<file path="config.mk">
export PLATFORM = sky130hd
export DESIGN_NAME = sram_port_arbiter
export DESIGN_NICKNAME = d
export VERILOG_FILES = /design/src/rtl/sram_port_arbiter.sv
export SDC_FILE = /design/constraint.sdc
export NUM_CORES = 1
export LEC_CHECK = 0
export BUFFER_PORTS_ARGS = -buffer_cell sky130_fd_sc_hd__buf_2
export CAP_MARGIN = 20
export CORE_ASPECT_RATIO = 2
export CORE_MARGIN = 5
export CORE_UTILIZATION = 31
export CTS_BUF_LIST = sky130_fd_sc_hd__clkbuf_2 sky130_fd_sc_hd__clkbuf_4 sky130_fd_sc_hd__clkbuf_8
export DETAILED_ROUTE_END_ITERATION = 8
export GPL_TIMING_DRIVEN = 0
export PLACE_DENSITY_LB_ADDON = 0.08
export SETUP_SLACK_MARGIN = 0.3
export SYNTH_ARGS = -nofsm -noshare
export SYNTH_HDL_FRONTEND = slang
export SYNTH_SLANG_ARGS = --single-unit
</file>
<file path="constraint.sdc">
create_clock -name clk -period 2.8 [get_ports clk]
set_input_delay 0.14 -clock clk [delete_from_list [all_inputs] [get_ports clk]]
set_output_delay 0.14 -clock clk [all_outputs]
set_load 0.05 [all_outputs]
</file>
<file path="src/rtl/sram_port_arbiter.sv">
// sram_port_arbiter
// Shares one single-port synchronous SRAM between the instruction-fetch requester
// (read-only) and the data requester (read/write). At most one SRAM access is
// issued per cycle. Data has priority, but a saturating starvation counter forces
// a fetch grant after STARVE_LIMIT consecutive data grants while fetch waits.
// A LATENCY-deep tag pipeline remembers who owns each access so the response
// arriving LATENCY cycles later on sram_rdata is steered back to its owner.
// inst_cancel drops every in-flight fetch response. Data responses are never
// affected by it.

module sram_port_arbiter #(
    parameter int LATENCY      = 1,  // SRAM read latency, 1..4
    parameter int STARVE_LIMIT = 4   // data grants tolerated while fetch waits, 1..15
) (
    input  logic        clk,
    input  logic        reset,

    // fetch requester
    input  logic        inst_req,
    input  logic [31:0] inst_addr,
    input  logic        inst_cancel,
    output logic        inst_addr_ok,
    output logic        inst_data_ok,
    output logic [31:0] inst_rdata,

    // data requester
    input  logic        data_req,
    input  logic        data_wr,
    input  logic [3:0]  data_wstrb,
    input  logic [31:0] data_addr,
    input  logic [31:0] data_wdata,
    output logic        data_addr_ok,
    output logic        data_data_ok,
    output logic [31:0] data_rdata,

    // unified SRAM port
    output logic        sram_en,
    output logic [3:0]  sram_wen,
    output logic [31:0] sram_addr,
    output logic [31:0] sram_wdata,
    input  logic [31:0] sram_rdata
);

    // ------------------------------------------------------------------
    // Types and constants
    // ------------------------------------------------------------------
    typedef enum logic {
        OWN_INST = 1'b0,
        OWN_DATA = 1'b1
    } owner_e;

    typedef struct packed {
        logic   valid;
        owner_e owner;
    } tag_t;

    localparam int               CNT_W      = 4;
    localparam logic [CNT_W-1:0] STARVE_MAX = CNT_W'(STARVE_LIMIT);

    // ------------------------------------------------------------------
    // State
    // ------------------------------------------------------------------
    logic [CNT_W-1:0] starve_cnt;
    tag_t             tag_pipe [LATENCY];
    logic [31:0]      inst_rdata_q;
    logic [31:0]      data_rdata_q;

    // ------------------------------------------------------------------
    // Combinational nets
    // ------------------------------------------------------------------
    logic inst_grant;
    logic data_grant;
    logic starved;
    tag_t tag_in;
    tag_t tag_out;

    // A fetch tag loses its valid bit when the fetch stream is cancelled.
    // Data tags pass through untouched.
    function automatic tag_t apply_cancel(input tag_t t, input logic cancel);
        tag_t r;
        r       = t;
        r.valid = t.valid && !(cancel && (t.owner == OWN_INST));
        return r;
    endfunction

    assign starved = (starve_cnt == STARVE_MAX);

    // Grant: data wins unless fetch has been starved to the limit; nothing is granted in reset.
    always_comb begin
        // NOTE: every output of a combinational block gets a default first,
        // so no path leaves it unassigned and no latch is inferred.
        inst_grant = 1'b0;
        data_grant = 1'b0;
        if (!reset) begin
            if (inst_req && (!data_req || starved)) begin
                inst_grant = 1'b1;
            end else if (data_req) begin
                data_grant = 1'b1;
            end
        end
    end

    assign inst_addr_ok = inst_grant;
    assign data_addr_ok = data_grant;

    // SRAM drive: the winner's address, and write enables only for a data write.
    always_comb begin
        sram_en    = 1'b0;
        sram_wen   = '0;
        sram_addr  = '0;
        sram_wdata = '0;
        if (inst_grant) begin
            sram_en   = 1'b1;
            sram_addr = inst_addr;
        end else if (data_grant) begin
            sram_en   = 1'b1;
            sram_addr = data_addr;
            if (data_wr) begin
                sram_wen   = data_wstrb;
                sram_wdata = data_wdata;
            end
        end
    end

    // Starvation counter: counts data grants that overtook a waiting fetch, saturating at the limit.
    always_ff @(posedge clk) begin
        // NOTE: sequential state is updated with non-blocking assignments so
        // every flop samples the pre-edge values regardless of block order.
        if (reset) begin
            starve_cnt <= '0;
        end else if (inst_grant || !inst_req) begin
            starve_cnt <= '0;
        end else if (data_grant && !starved) begin
            starve_cnt <= starve_cnt + CNT_W'(1);
        end
    end

    // Tag entering the pipeline this cycle.
    // A fetch granted together with inst_cancel enters already invalid.
    always_comb begin
        tag_in.valid = data_grant || (inst_grant && !inst_cancel);
        tag_in.owner = data_grant ? OWN_DATA : OWN_INST;
    end

    // Tag pipeline: shifts one stage per cycle in lock step with the SRAM read latency.
    always_ff @(posedge clk) begin
        if (reset) begin
            // NOTE: this small array is reset on purpose. Its valid bits decide
            // whether a response is signalled, so stale tags must never survive
            // reset. Wide data storage would normally be left unreset.
            for (int i = 0; i < LATENCY; i++) begin
                tag_pipe[i] <= '0;
            end
        end else begin
            tag_pipe[0] <= tag_in;
            for (int i = 1; i < LATENCY; i++) begin
                tag_pipe[i] <= apply_cancel(tag_pipe[i-1], inst_cancel);
            end
        end
    end

    assign tag_out = tag_pipe[LATENCY-1];

    // Response strobes: the last stage names the owner of the data now on sram_rdata.
    always_comb begin
        inst_data_ok = 1'b0;
        data_data_ok = 1'b0;
        if (!reset && tag_out.valid) begin
            inst_data_ok = (tag_out.owner == OWN_INST);
            data_data_ok = (tag_out.owner == OWN_DATA);
        end
    end

    // Read-data hold registers: each requester keeps its last response while the other is served.
    always_ff @(posedge clk) begin
        if (reset) begin
            inst_rdata_q <= '0;
            data_rdata_q <= '0;
        end else begin
            if (inst_data_ok) begin
                inst_rdata_q <= sram_rdata;
            end
            if (data_data_ok) begin
                data_rdata_q <= sram_rdata;
            end
        end
    end

    // Read-data outputs: live SRAM data in the response cycle, otherwise the held value.
    always_comb begin
        inst_rdata = inst_rdata_q;
        data_rdata = data_rdata_q;
        if (reset) begin
            inst_rdata = '0;
            data_rdata = '0;
        end else begin
            if (inst_data_ok) begin
                inst_rdata = sram_rdata;
            end
            if (data_data_ok) begin
                data_rdata = sram_rdata;
            end
        end
    end

endmodule

</file>
# Word level (Yosys, flattened, before mapping)
# Memory sizes are Yosys's and may differ from the RTL's.
# Index checks and enable logic that the tools add are counted.
[op_classes]
n_mux = 26
reduce_logical = 14
n_addsub = 1
eq_ne = 1
bitwise_logic = 1
[op_table]
columns = ["op", "count"]
rows = [
  ["$mux 32", 9],
  ["$mux 1", 13],
  ["$mux 4", 3],
  ["$logic_not 1->1", 5],
  ["$add 4x1->4 const B", 1],
  ["$eq 4x3->1 const B", 1],
  ["$logic_and 1x1->1", 4],
  ["$reduce_or 2->1", 2],
  ["$logic_or 1x1->1", 3],
  ["$mux 2", 1],
  ["$not 1->1", 1],
]
[totals]
wordCells = 47
ramBits = 2
register_bits = 68
mem_count = 1
in_bits = 138
[memory_table]
columns = ["name", "words", "word_bits", "read_ports", "rd_ports_with_merged_regs", "write_ports", "line_no", "text"]
rows = [
  ["tag_pipe", 1, 2, 1, 0, 1, "64", "tag_t tag_pipe [LATENCY];"],
]

# Depth between registers and ports, before layout
[logic_depth]
word_depth = 8
depth_mapped = 7
mapped_depth_nobuf = 5

# Worst setup path after synthesis
# No wires, ideal clock.
[synth_path]
kind = "register to register"
start = "mem tag_pipe[0][1] (netlist name)"
end = "reg inst_rdata_q[24]"
setup_ns = 0.245
synth_period_minus_slack_ns = 2.111
setup_slack_ns = 0.689
t_arrival_ns = 1.866
n_path_buf = 2
path_stages_with_launch = 5
path_cell_list = "dfxtp_1 > nor3b_1 > buf_2 > buf_2 > o21ai_0"
[synth_via]
elab_chain_cells = 5
[synth_lines]
columns = ["element", "line_no", "text"]
rows = [
  ["start: declaration", "64", ""],
  ["$mem_v2 1x2", "--", ""],
  ["$logic_and 1x1->1", "168", "if (!reset && tag_out.valid) begin"],
  ["$mux 1", "168", ""],
  ["$mux 32 (2 in a row)", "--", ""],
  ["named net inst_rdata[24]", "24", "output logic [31:0] inst_rdata,"],
  ["end signal: assignment", "181", "inst_rdata_q <= sram_rdata;"],
  ["end: declaration", "65", "logic [31:0] inst_rdata_q;"],
]
# The timed path passes the listed nets, and every way through them passes these cells.
# A chain may end at the register's enable or synchronous reset.

# Worst setup path in the final report
[layout_path]
start = "reg starve_cnt[0]"
end = "out sram_addr[13]"
[layout_via]
elab_chain_cells = 7
word_cells_on_any_way = 9
cone_classes = "eq/ne: 1; mux: 6; reduce/logical: 2"
[layout_lines]
columns = ["element", "line_no", "text"]
rows = [
  ["start: declaration", "63", "logic [CNT_W-1:0] starve_cnt;"],
  ["start signal: assignment", "134", "starve_cnt <= starve_cnt + CNT_W'(1);"],
  ["$eq 4x3->1 *", "86", "assign starved = (starve_cnt == STARVE_MAX);"],
  ["$logic_or 1x1->1 *", "95", "if (inst_req && (!data_req || starved)) begin"],
  ["$logic_and 1x1->1 *", "95", ""],
  ["$mux 1", "95", ""],
  ["$mux 1", "94", "if (!reset) begin"],
  ["$mux 32", "115", "end else if (data_grant) begin"],
  ["$mux 32 *", "112", "if (inst_grant) begin"],
  ["end: declaration", "39", "output logic [31:0] sram_addr,"],
]
# Every way passes the cells marked *; elsewhere a longest branch is shown, timed or not.

==> results.sh <==
export IMPL_grt_pass1_wl_um=19600
export IMPL_hold_viol_final=0
export IMPL_crit_path_start_kind="register"
export IMPL_port_buffers=274
export IMPL_grt_overflow_total=0
export IMPL_synth_edf_count=0
export IMPL_drive_above_1_share_pct=46.1
export IMPL_hold_slack_ps=19.3
export IMPL_initial_utilization_pct=31.2
export IMPL_die_h_um=152
export IMPL_synth_distinct_cells=22
export IMPL_drv_slew=0
export IMPL_report_power_total_mw=2.61
export IMPL_grt_max_degree=13
export IMPL_cts_setup_buffers=0
export IMPL_endpoint_kind="primary output"
export IMPL_rrSetupSlack_ps=1310
export IMPL_clkLatencyLatePin_ps=350
export IMPL_timing_fmax_mhz=453
export IMPL_nNetsFinal=822
export IMPL_viasPerCell=4.62
export IMPL_gr_usage_all_layers_pct=20.6
export IMPL_synthFlopType="dfxtp_1"
export IMPL_grt_pass1_vias=3836
export IMPL_synth_sequential_area_ratio_pct=44.8
export IMPL_design_core_area_sq_um=10000
export IMPL_fill_cells=1068
export IMPL_die_area_sq_um=12300
export IMPL_drc=0
export IMPL_routedWlPerCell_um=15.6
export IMPL_yosys_warnings=0
export IMPL_fp_dieW_um=81.0
export IMPL_power_density_nw_per_um2=530
export IMPL_critPathRequiredTime_ps=2660
export IMPL_drt_first_pass_iters=4
export IMPL_setup_viol=0
export IMPL_drv_cap=0
export IMPL_cts_resized=0
export IMPL_post_route_min_period_ps=2210
export IMPL_outcome="complete, no violations"
export IMPL_rows=52
export IMPL_cp_max_fo=10
export IMPL_io_pins=275
export IMPL_routed_wl_um=12800
export IMPL_worst_pin_slew_ps=454
export IMPL_antenna_found_initial=1
export IMPL_synth_nets=533
export IMPL_final_setup_skew_ps=12.1
export IMPL_ant_nets=0
export IMPL_syn_to_final_growth_pct=57.7
export IMPL_ys_ff_latch=70
export IMPL_synth_top_area_share_pct=44.8
export IMPL_yosysMostFrequentCell="nand2_1"
export IMPL_avgSynthCellArea_sq_um=7.96
export IMPL_clockBufferDepth=2
export IMPL_p_leak_nw=2.91
export IMPL_hold_buffers=4
export IMPL_hpwl_um=10900
export IMPL_cts_buffers=9
export IMPL_setup_ws_ps=592
export IMPL_drt_iter0_markers=113
export IMPL_dr_total_vias=3800
export IMPL_peakVddDrop_mv=0.269
export IMPL_fin_crit_sh_pct=78.9
export IMPL_hold_class="input pin to register"
export IMPL_netlist_top_cells_count="129 x nand2_1, 70 x dfxtp_1, 36 x and3_1"
export IMPL_yosysTopAreaCell="dfxtp_1"
export IMPL_setup_tns_ps=0
export IMPL_syn_inst=393
export IMPL_path_class="register to primary output"
export IMPL_clock_sinks=70
export IMPL_pre_cts_ws_ps=907
export IMPL_ys_async_sr_fraction_pct=0
export IMPL_root_buffer="clkbuf_8"
export IMPL_rsz0062_at_grt="no"
export IMPL_cp_arrival_ps=2070
export IMPL_cts_tree="built"
export IMPL_maxSlewHeadroom_pct=69.8
export IMPL_synth_area_leaders="dfxtp_1 45%, nand2_1 15%, a22o_1 9.0%"
export IMPL_synth_area_sq_um=3130
export IMPL_gp_congestion=0.878
export IMPL_htreeDepth=3
export IMPL_clkTransAtPathRegs_ps=70
==> worst max-delay path: stages (launching register included) <==
cell and delay [ps]:
dfxtp_1 340, inv_1 70, ha_1 220, nand3b_4 110, a21boi_2 370, buf_6 200
a22o_1 140, buf_2 280
==> cell type report <==
class	count	area, sq um	area share (%)
inverter	7	26.3	0.533
tap	135	169	3.43
sequential	70	1400	28.4
buffer	34	226	4.59
multi-input combinational	282	1470	29.9
clock buffer	10	138	2.79
timing repair buffer	278	1410	28.6
clock inverter	5	83.8	1.70
antenna	1	2.50	0.0507
==> report_power, final <==
group,total (mW),switching [mW],leakage (nW),internal (mW)
clock,0.898,0.376,0.105,0.522
sequential,1.05,0.0116,0.570,1.04
combinational,0.667,0.471,2.23,0.196
==> path summary, 6_finish.rpt <==
check | start | end | depth (start not counted)
setup / recovery | starve_cnt[0]$_SDFFE_PP0P_ | sram_addr[13] | 7
hold / removal | sram_rdata[22] | data_rdata_q[22]$_DFF_P_ | 3
setup reg to reg | starve_cnt[0]$_SDFFE_PP0P_ | tag_pipe[0][1]$_SDFF_PP0_ | 7
hold reg to reg | starve_cnt[0]$_SDFFE_PP0P_ | starve_cnt[0]$_SDFFE_PP0P_ | 1
==> kinds of logic after synthesis <==
logic type               Yosys count  synth area share, %
AND/OR/NAND/NOR                  210                 30.4
flip-flops                        70                 44.8
AO/OA/AOI/OAI                     68                 15.3
buffers and inverters             41                 8.08
adder cells (fa/ha/maj)            2                0.800
XOR/XNOR                           1                0.280
multiplexers                       1                0.320
==> registers in the layout, indices dropped and copies added (netlist names) <==
register and count:
starve_cnt 4, inst_rdata_q 32, tag_pipe 2, data_rdata_q 32
==> metal layers <==
metal  track usage (%)  vias up  wire length [um]
li1                  -     1907                 -
met1              21.5     1657              4480
met2              37.0      212              6780
met3              5.51       24              1120
met4              9.35        0               419
met5                 0        -                 0
==> per-stage QoR <==
step / instance area [sq um] / util, % / std cells
final: 4930 / 49.2 / 822
after global routing: 4930 / 49.2 / 822
after CTS: 4930 / 49.2 / 821
after detailed placement: 4670 / 46.6 / 802
after global placement: 4670 / 46.6 / 802
after floorplan: 3130 / - / 393
==> layout by cell type, fill, tap and decap left out, drive strengths merged, types with 2 or more instances in the layout <==
cell | synthesis | layout
clkbuf | 11 | 21
clkinvlp | 0 | 2
o21ai | 32 | 32
bufinv | 0 | 2
nand2 | 129 | 129
a22o | 32 | 32
dlygate4sd3 | 0 | 4
dfxtp | 70 | 70
and3 | 36 | 36
nand3 | 34 | 34
ha | 2 | 2
inv | 7 | 7
nor2 | 7 | 7
buf | 23 | 297
nand3b | 2 | 2
o211a | 2 | 2
(Power assumes the default switching activity.)
